**src/rtl/bsg_clk_gen_pearl_tag_serializer.sv**
```systemverilog
// Serializes bsg_tag packets and master-reset preambles onto the pearl's tag port.
// The outputs come from registers loaded with next-state values, so a new bit shows up right after the edge that produces it.
module bsg_clk_gen_pearl_tag_serializer #(
    parameter int tag_els_p               = 16,
    parameter int tag_max_payload_width_p = 16,
    parameter int reset_len_p             = 64,
    localparam int lg_els_lp   = (tag_els_p > 1) ? $clog2(tag_els_p) : 1,
    localparam int lg_width_lp = $clog2(tag_max_payload_width_p + 1)
) (
    input  logic                               clk_i,
    input  logic                               async_reset_n_i,
    input  logic                               v_i,
    output logic                               ready_and_o,
    input  logic                               master_reset_i,
    input  logic [lg_els_lp-1:0]               node_id_i,
    input  logic                               data_not_reset_i,
    input  logic [lg_width_lp-1:0]             len_i,
    input  logic [tag_max_payload_width_p-1:0] payload_i,
    output logic                               tag_data_o,
    output logic                               tag_en_o,
    output logic                               idle_o
);

    localparam int shift_w_lp = lg_els_lp + 1 + lg_width_lp + tag_max_payload_width_p;
    localparam int cnt_max_a_lp = (reset_len_p > tag_max_payload_width_p) ? reset_len_p : tag_max_payload_width_p;
    localparam int cnt_max_b_lp = (lg_els_lp > lg_width_lp) ? lg_els_lp : lg_width_lp;
    localparam int cnt_max_lp = (cnt_max_a_lp > cnt_max_b_lp) ? cnt_max_a_lp : cnt_max_b_lp;
    localparam int cnt_w_lp = $clog2(cnt_max_lp + 1);

    typedef enum logic [2:0] {
        S_IDLE, S_PRE, S_START, S_NODE, S_DNR, S_LEN, S_PAY, S_GAP
    } state_e;

    state_e                   state_reg, state_next;
    logic [cnt_w_lp-1:0]      cnt_reg, cnt_next;
    logic [shift_w_lp-1:0]    shift_reg, shift_next;
    logic [lg_width_lp-1:0]   len_reg, len_next;
    logic                     tag_data_reg, tag_data_next;
    logic                     tag_en_reg, ready_reg, idle_reg;
    logic [lg_width_lp-1:0]   len_clamped;
    logic                     take_bit;
    logic                     cnt_zero;

    assign len_clamped = (len_i > lg_width_lp'(tag_max_payload_width_p))
                       ? lg_width_lp'(tag_max_payload_width_p) : len_i;
    assign cnt_zero    = (cnt_reg == '0);

    always_comb begin
        state_next    = state_reg;
        cnt_next      = cnt_reg;
        shift_next    = shift_reg;
        len_next      = len_reg;
        tag_data_next = 1'b0;
        take_bit      = 1'b0;
        case (state_reg)
            S_IDLE: begin
                if (v_i && ready_reg) begin
                    tag_data_next = 1'b1;
                    if (master_reset_i) begin
                        state_next = S_PRE;
                        cnt_next   = cnt_w_lp'(reset_len_p - 1);
                    end else begin
                        // START bit goes out now; the shift register holds everything after it
                        state_next = S_START;
                        cnt_next   = '0;
                        shift_next = {payload_i, len_clamped, data_not_reset_i, node_id_i};
                        len_next   = len_clamped;
                    end
                end
            end
            S_PRE: begin
                if (cnt_zero) begin
                    state_next = S_GAP;
                end else begin
                    cnt_next      = cnt_reg - cnt_w_lp'(1);
                    tag_data_next = 1'b1;
                end
            end
            S_START: begin
                state_next = S_NODE;
                cnt_next   = cnt_w_lp'(lg_els_lp - 1);
                take_bit   = 1'b1;
            end
            S_NODE: begin
                take_bit = 1'b1;
                if (cnt_zero) begin
                    state_next = S_DNR;
                end else begin
                    cnt_next = cnt_reg - cnt_w_lp'(1);
                end
            end
            S_DNR: begin
                state_next = S_LEN;
                cnt_next   = cnt_w_lp'(lg_width_lp - 1);
                take_bit   = 1'b1;
            end
            S_LEN: begin
                if (!cnt_zero) begin
                    cnt_next = cnt_reg - cnt_w_lp'(1);
                    take_bit = 1'b1;
                end else if (len_reg != '0) begin
                    state_next = S_PAY;
                    cnt_next   = cnt_w_lp'(len_reg) - cnt_w_lp'(1);
                    take_bit   = 1'b1;
                end else begin
                    state_next = S_GAP;
                end
            end
            S_PAY: begin
                // Payload bits beyond len stay in the shift register and are dropped
                if (cnt_zero) begin
                    state_next = S_GAP;
                end else begin
                    cnt_next = cnt_reg - cnt_w_lp'(1);
                    take_bit = 1'b1;
                end
            end
            S_GAP:   state_next = S_IDLE;
            default: state_next = S_IDLE;
        endcase
        if (take_bit) begin
            tag_data_next = shift_reg[0];
            shift_next    = shift_reg >> 1;
        end
    end

    always_ff @(posedge clk_i or negedge async_reset_n_i) begin
        if (!async_reset_n_i) begin
            state_reg    <= S_IDLE;
            cnt_reg      <= '0;
            shift_reg    <= '0;
            len_reg      <= '0;
            tag_data_reg <= 1'b0;
            tag_en_reg   <= 1'b0;
            ready_reg    <= 1'b0;
            idle_reg     <= 1'b1;
        end else begin
            state_reg    <= state_next;
            cnt_reg      <= cnt_next;
            shift_reg    <= shift_next;
            len_reg      <= len_next;
            tag_data_reg <= tag_data_next;
            tag_en_reg   <= (state_next != S_IDLE);
            ready_reg    <= (state_next == S_IDLE);
            idle_reg     <= (state_next == S_IDLE);
        end
    end

    assign tag_data_o  = tag_data_reg;
    assign tag_en_o    = tag_en_reg;
    assign ready_and_o = ready_reg;
    assign idle_o      = idle_reg;

endmodule
```
**config.mk**
```make
export PLATFORM = sky130hd
export DESIGN_NAME = bsg_clk_gen_pearl_tag_serializer
export DESIGN_NICKNAME = d
export VERILOG_FILES = /design/src/rtl/bsg_clk_gen_pearl_tag_serializer.sv
export SDC_FILE = /design/constraint.sdc
export NUM_CORES = 1
export LEC_CHECK = 0
export CORE_ASPECT_RATIO = 2
export CORE_UTILIZATION = 25
export CTS_CLUSTER_SIZE = 30
export DETAILED_ROUTE_END_ITERATION = 16
export HOLD_SLACK_MARGIN = 0.15
export REMOVE_ABC_BUFFERS = 1
export SLEW_MARGIN = 20
export SYNTH_ARGS = -nofsm -noshare
export SYNTH_HDL_FRONTEND = slang
export SYNTH_SLANG_ARGS = --single-unit
```
**constraint.sdc**
```tcl
create_clock -name clk_i -period 2.8 [get_ports clk_i]
set_input_delay 0.28 -clock clk_i [delete_from_list [all_inputs] [get_ports clk_i]]
set_output_delay 0.28 -clock clk_i [all_outputs]
set_load 0.01 [all_outputs]
```
=== Word level (Yosys, flattened, before mapping) ===
Index checks and enable logic that the tools add are counted.

* Flip-flop bits (word level): 45
* Latch bits: 0
* Bits in writable memories: 0
* Memory bits (read-only): 0
* Input port bits: 30
* Output and inout bits: 4
* Word-level logic and storage cells: 63
* Memories kept: 0

* $add $sub $neg: 2
* Multiply operators: 0
* Div/mod/pow operators: 0
* $lt $le $gt $ge: 1
* Eq/ne operators: 11
* Shift-type cells: 0
* Mux-type cells: 25
* Bitwise operators: 1
* Reductions and logical operators: 15

{| class="wikitable"
|+ Operator list
! kind !! number
|-
| two-way mux 26 bit || 4
|-
| one-hot mux 7 bit (5 select lines) || 1
|-
| two-way mux 7 bit || 4
|-
| one-hot mux 3 bit (7 select lines) || 1
|-
| == test 3 bit (second input constant) || 4
|-
| two-way mux 3 bit || 4
|-
| nonzero test 5 bit || 2
|-
| zero test 7 bit || 1
|-
| subtractor 7 x 1 -> 7 bit (second input constant) || 1
|-
| == test 3 x 2 -> 1 bit (second input constant) || 2
|-
| zero test 3 bit || 2
|-
| two-way mux 1 bit || 6
|-
| two-way mux 6 bit || 1
|-
| AND reduction 3 bit || 2
|-
| OR reduction 3 bit || 2
|-
| subtractor 5 x 1 -> 6 bit (second input constant) || 1
|-
| greater-than comparator 5 bit (second input constant) || 1
|-
| two-way mux 5 bit || 1
|-
| != test 2 bit (second input constant) || 2
|-
| AND reduction 4 bit || 1
|-
| nonzero test 2 bit || 2
|-
| == test 3 x 1 -> 1 bit (second input constant) || 1
|-
| != test 3 bit (second input constant) || 1
|-
| one-hot mux 1 bit (3 select lines) || 1
|-
| other kinds (7) || 7
|}

=== Depth between registers and ports, before layout ===
* Word-level depth: 6
* Depth in mapped cells: 8
* Mapped depth without buffers: 7

=== Worst setup path before layout ===
OpenSTA, ideal clock, no wires.

* Path type: register to register
* Start point: register cnt_reg[3]
* End point: register shift_reg[10]
* Library setup time: 118 ps
* Arrival: 1957 ps
* Required time: 2682 ps
* Path slack: 725 ps
* Cell stages (with the launch flop): 7
* Path buffers: 1
* Period minus slack after synthesis: 2075 ps
* Cell sequence: dfrtp_1 -> or4_4 -> o31ai_1 -> a21oi_1 -> buf_2 -> a22o_1 -> a21o_1

* Cells in the longest elaborated chain, start to end: 5
* Elaborated cells between the ends (all ways): 9
* Those cells by class: eq/ne (1); mux (4); reduce/logical (4)

{| class="wikitable"
|+ RTL lines
! element !! line !! source
|-
| from (decl) || 35 || <nowiki>logic [cnt_w_lp-1:0] cnt_reg, cnt_next;</nowiki>
|-
| from (signal assigned) || 139 || <nowiki>cnt_reg <= cnt_next;</nowiki>
|-
| zero test 7 bit (*) || 46 || <nowiki>assign cnt_zero = (cnt_reg == '0);</nowiki>
|-
| two-way mux 1 bit, on equally long branches || 111, 98 ||
|-
| one-hot mux 1 bit (3 select lines) (*) || 55 || <nowiki>case (state_reg)</nowiki>
|-
| != test 2 x 1 -> 1 bit (no source line) or nonzero test 2 bit (tied branches) || n/a ||
|-
| AND reduction 3 bit (no source line) || n/a ||
|-
| to (signal assigned) || 140 || <nowiki>shift_reg <= shift_next;</nowiki>
|-
| to (decl) || 36 || <nowiki>logic [shift_w_lp-1:0] shift_reg, shift_next;</nowiki>
|}

Mark *: on every way between the ends. The rest lies on a longest branch, timed or not.
A chain may end at the register's enable or synchronous reset.

=== Worst setup path after layout ===
* Start point: register cnt_reg[0]
* End point: register shift_reg[9]

Same word-level chain as after synthesis.

==> out/metrics.cfg <==
[cells_and_area]
drive_gt1_share_pct=11.48
design_area_sq_um=3008
diodes=0
fin_util_pct=32.49
largest_register_ffs=26
finalNetCount=302
area_growth_pct=26.79
final_cells=374

[timing]
slew_viol_final=0
fin_crit_sh_pct=84.43
max_freq_ghz=0.4230
finalHoldViolCount=0
worstMarginPinSlew_ns=0.6244
rsz0062_at_grt=no
setup-violations-final=0
fin_crit_ns=2.364
max_slew_margin_pct=57.79
finalClockSkew_ns=0.006485

[power]
seqPwrFrac_pct=35.4
p_int_mw=1.911
swShare_pct=37.86
p_per_area_nw_per_um2=1023
p_switching_mw=1.164
p_leak_nw=1.456
p_total_mw=3.076
clkPwrFrac_pct=18.7
vdd_ir_drop_max_uv=530.5
pwr-share-comb_pct=45.9

[setup_path]
worstSetupPathType=register to register
critPathRequiredTime_ns=2.98
cp_cell_sequence=inv_1 > ha_1 > and3b_1 > a41o_1 > a21oi_2 > buf_4 > buf_4 > a21oi_1 > a21o_1
cp_common_cell=buf_4
cp-end-kind=register
cp_data_arrival_time_ns=2.55
path_max_fanout=16
worst_path_max_delay_cell=dfrtp_1
crit_family=compound AO/OA/AOI/OAI gates
crit_buf_inv=3
cp_slowest_stage_delay_ns=0.41
critPathLaunchType=register

[floorplan]
fp.dieH_um=139.8
die_area_sq_um=9906
start_util_pct=25.62
core-area_sq_um=9259
io_pins=34
num_rows=50
fp.dieW_um=70.88

[flow_run]
cap_viol_max_count=0

[global_route]
grt_overflow=0
grt_usage_pct=12.58
grt_pass1_vias=1987
grt_pass1_wl_um=9715
grt_max_degree=46
grt_antenna_before_repair=0

[synthesis]
netlist_area_sq_um=2372
syn_avg_cell_area_sq_um=10.27
synth_area_leaders=dfrtp_1, a22o_1, a21o_1, nand2_1, o21ai_0
synth_enable_flop_cells=0
async_flop_share_pct=100.0
ys_ff_latch=45
synth_area_leader_cell=dfrtp_1
synth_cell_type_count=43
synth.top_cell.area_share_pct=46.41
ys_seq_area_share_pct=47.52
synth_warnings=0
synth.top_cells.by_count=dfrtp_1, a22o_1, nand2_1, a21o_1, o21ai_0
synth_top_flop_cell=dfrtp_1
syn-instance-count=231
yosysMostFrequentCell=dfrtp_1

[cts]
htree_levels=2
clk_latency_ns=0.29
cts.sinks=45
numCtsBuffers=5
path_clk_slew_ns=0.06
cts_setup_buffers=0
clockBufferDepth=2
cts_tree=built
cts-root-buf=clkbuf_16

[detailed_routing]
drt_iter0_drc=99
wl_per_cell_um=15.37
vias_per_cell=5.211
routed_wirelength_um=5749
drc=0
dr.pass1.iters=6
antenna_left=0
via_count=1949

[placement]
placed_area_sq_um=2853
dpl.hpwl_um=4295
gp_congestion=0.8822
io_buffer_count=33
dp_cells=365

[status]
status=complete, no violations

[worst_hold_path]
hp-class=register to register

==> layout make-up <==
cell class                      instances  area (sq um)
Timing Repair Buffer                   44         412.9
Fill cell                             945          6251
Clock buffer                            5         125.1
Inverter                                6         22.52
Sequential cell                        45          1127
Tap cell                              104         130.1
Clock inverter                          3         17.52
Multi-Input combinational cell        167          1172
==> placed cells by master, fill, tap and decap left out, types with 2 or more instances in the layout <==
cell             count
a211o_1              3
a21o_1              21
a21oi_1              8
a221o_1              6
a22o_1              24
a22oi_1              5
a31o_2               3
buf_4               11
clkbuf_16            5
clkdlybuf4s50_1     32
clkinv_2             2
dfrtp_1             44
ha_1                 3
inv_1                6
mux2i_1              3
nand2_1             24
nand2b_1             5
nand3_1              2
nor2_1               8
nor3_1               4
nor3b_1              3
o21ai_0             14
or3_1                2
xnor2_1              4
xor2_1               5
==> logic make-up after synthesis <==
group	Yosys count	share of synthesized area, %
AO/OA/AOI/OAI	92	29.48
XOR/XNOR	9	3.323
adder cells (fa/ha/maj)	3	1.582
buffers and inverters	19	3.217
flip-flops	45	47.52
multiplexers	3	1.266
AND/OR/NAND/NOR	60	13.61
==> final timing paths <==
path	endpoint	cells past startpoint	start	slack, ns
max reg2reg	shift_reg[9]	9	cnt_reg[0]	0.44
min reg2reg	shift_reg[15]	1	shift_reg[15]	0.47
max in group asynchronous	idle_o	2	async_reset_n_i	1.87
min in group asynchronous	len_reg[1]	2	async_reset_n_i	0.53
max	shift_reg[9]	9	cnt_reg[0]	0.44
min	shift_reg[15]	1	shift_reg[15]	0.47
==> metal layers <==
metal / track usage (%) / up-vias / wire length (um)
met1: 13.05 / 939 / 2136
met2: 23.03 / 55 / 3220
met3: 2.679 / 19 / 180
met5: 0 / - / 0
li1: - / 936 / -
met4: 6.632 / 0 / 211
==> per-stage QoR <==
step,hold slack (ns),setup TNS (ns),setup WS (ns)
6_report,0.4746,0,0.4361
5_1_grt,0.4924,0,0.2822
4_1_cts,0.2115,0,0.4353
3_5_place_dp,0.4665,0,0.4522
3_3_place_gp,0.4614,0,0.4960
2_1_floorplan,-0.01559,-9.354,-0.4677
==> power groups by stage <==
stage               combinational (mW)  sequential (mW)  clock, mW
floorplan                        0.945             1.08          0
CTS                               1.42             1.09      0.595
detailed placement                1.41             1.10          0
global route                      1.58             1.13      0.618
global placement                  1.39             1.09          0
finish                            1.41             1.09      0.574
==> timing repair <==
item / in CTS / in global routing
hold buffers: 0 / 1
hold endpoints to repair: 0 / 44
gates resized for setup: 0 / 0
Power figures use the tool's default switching activity.
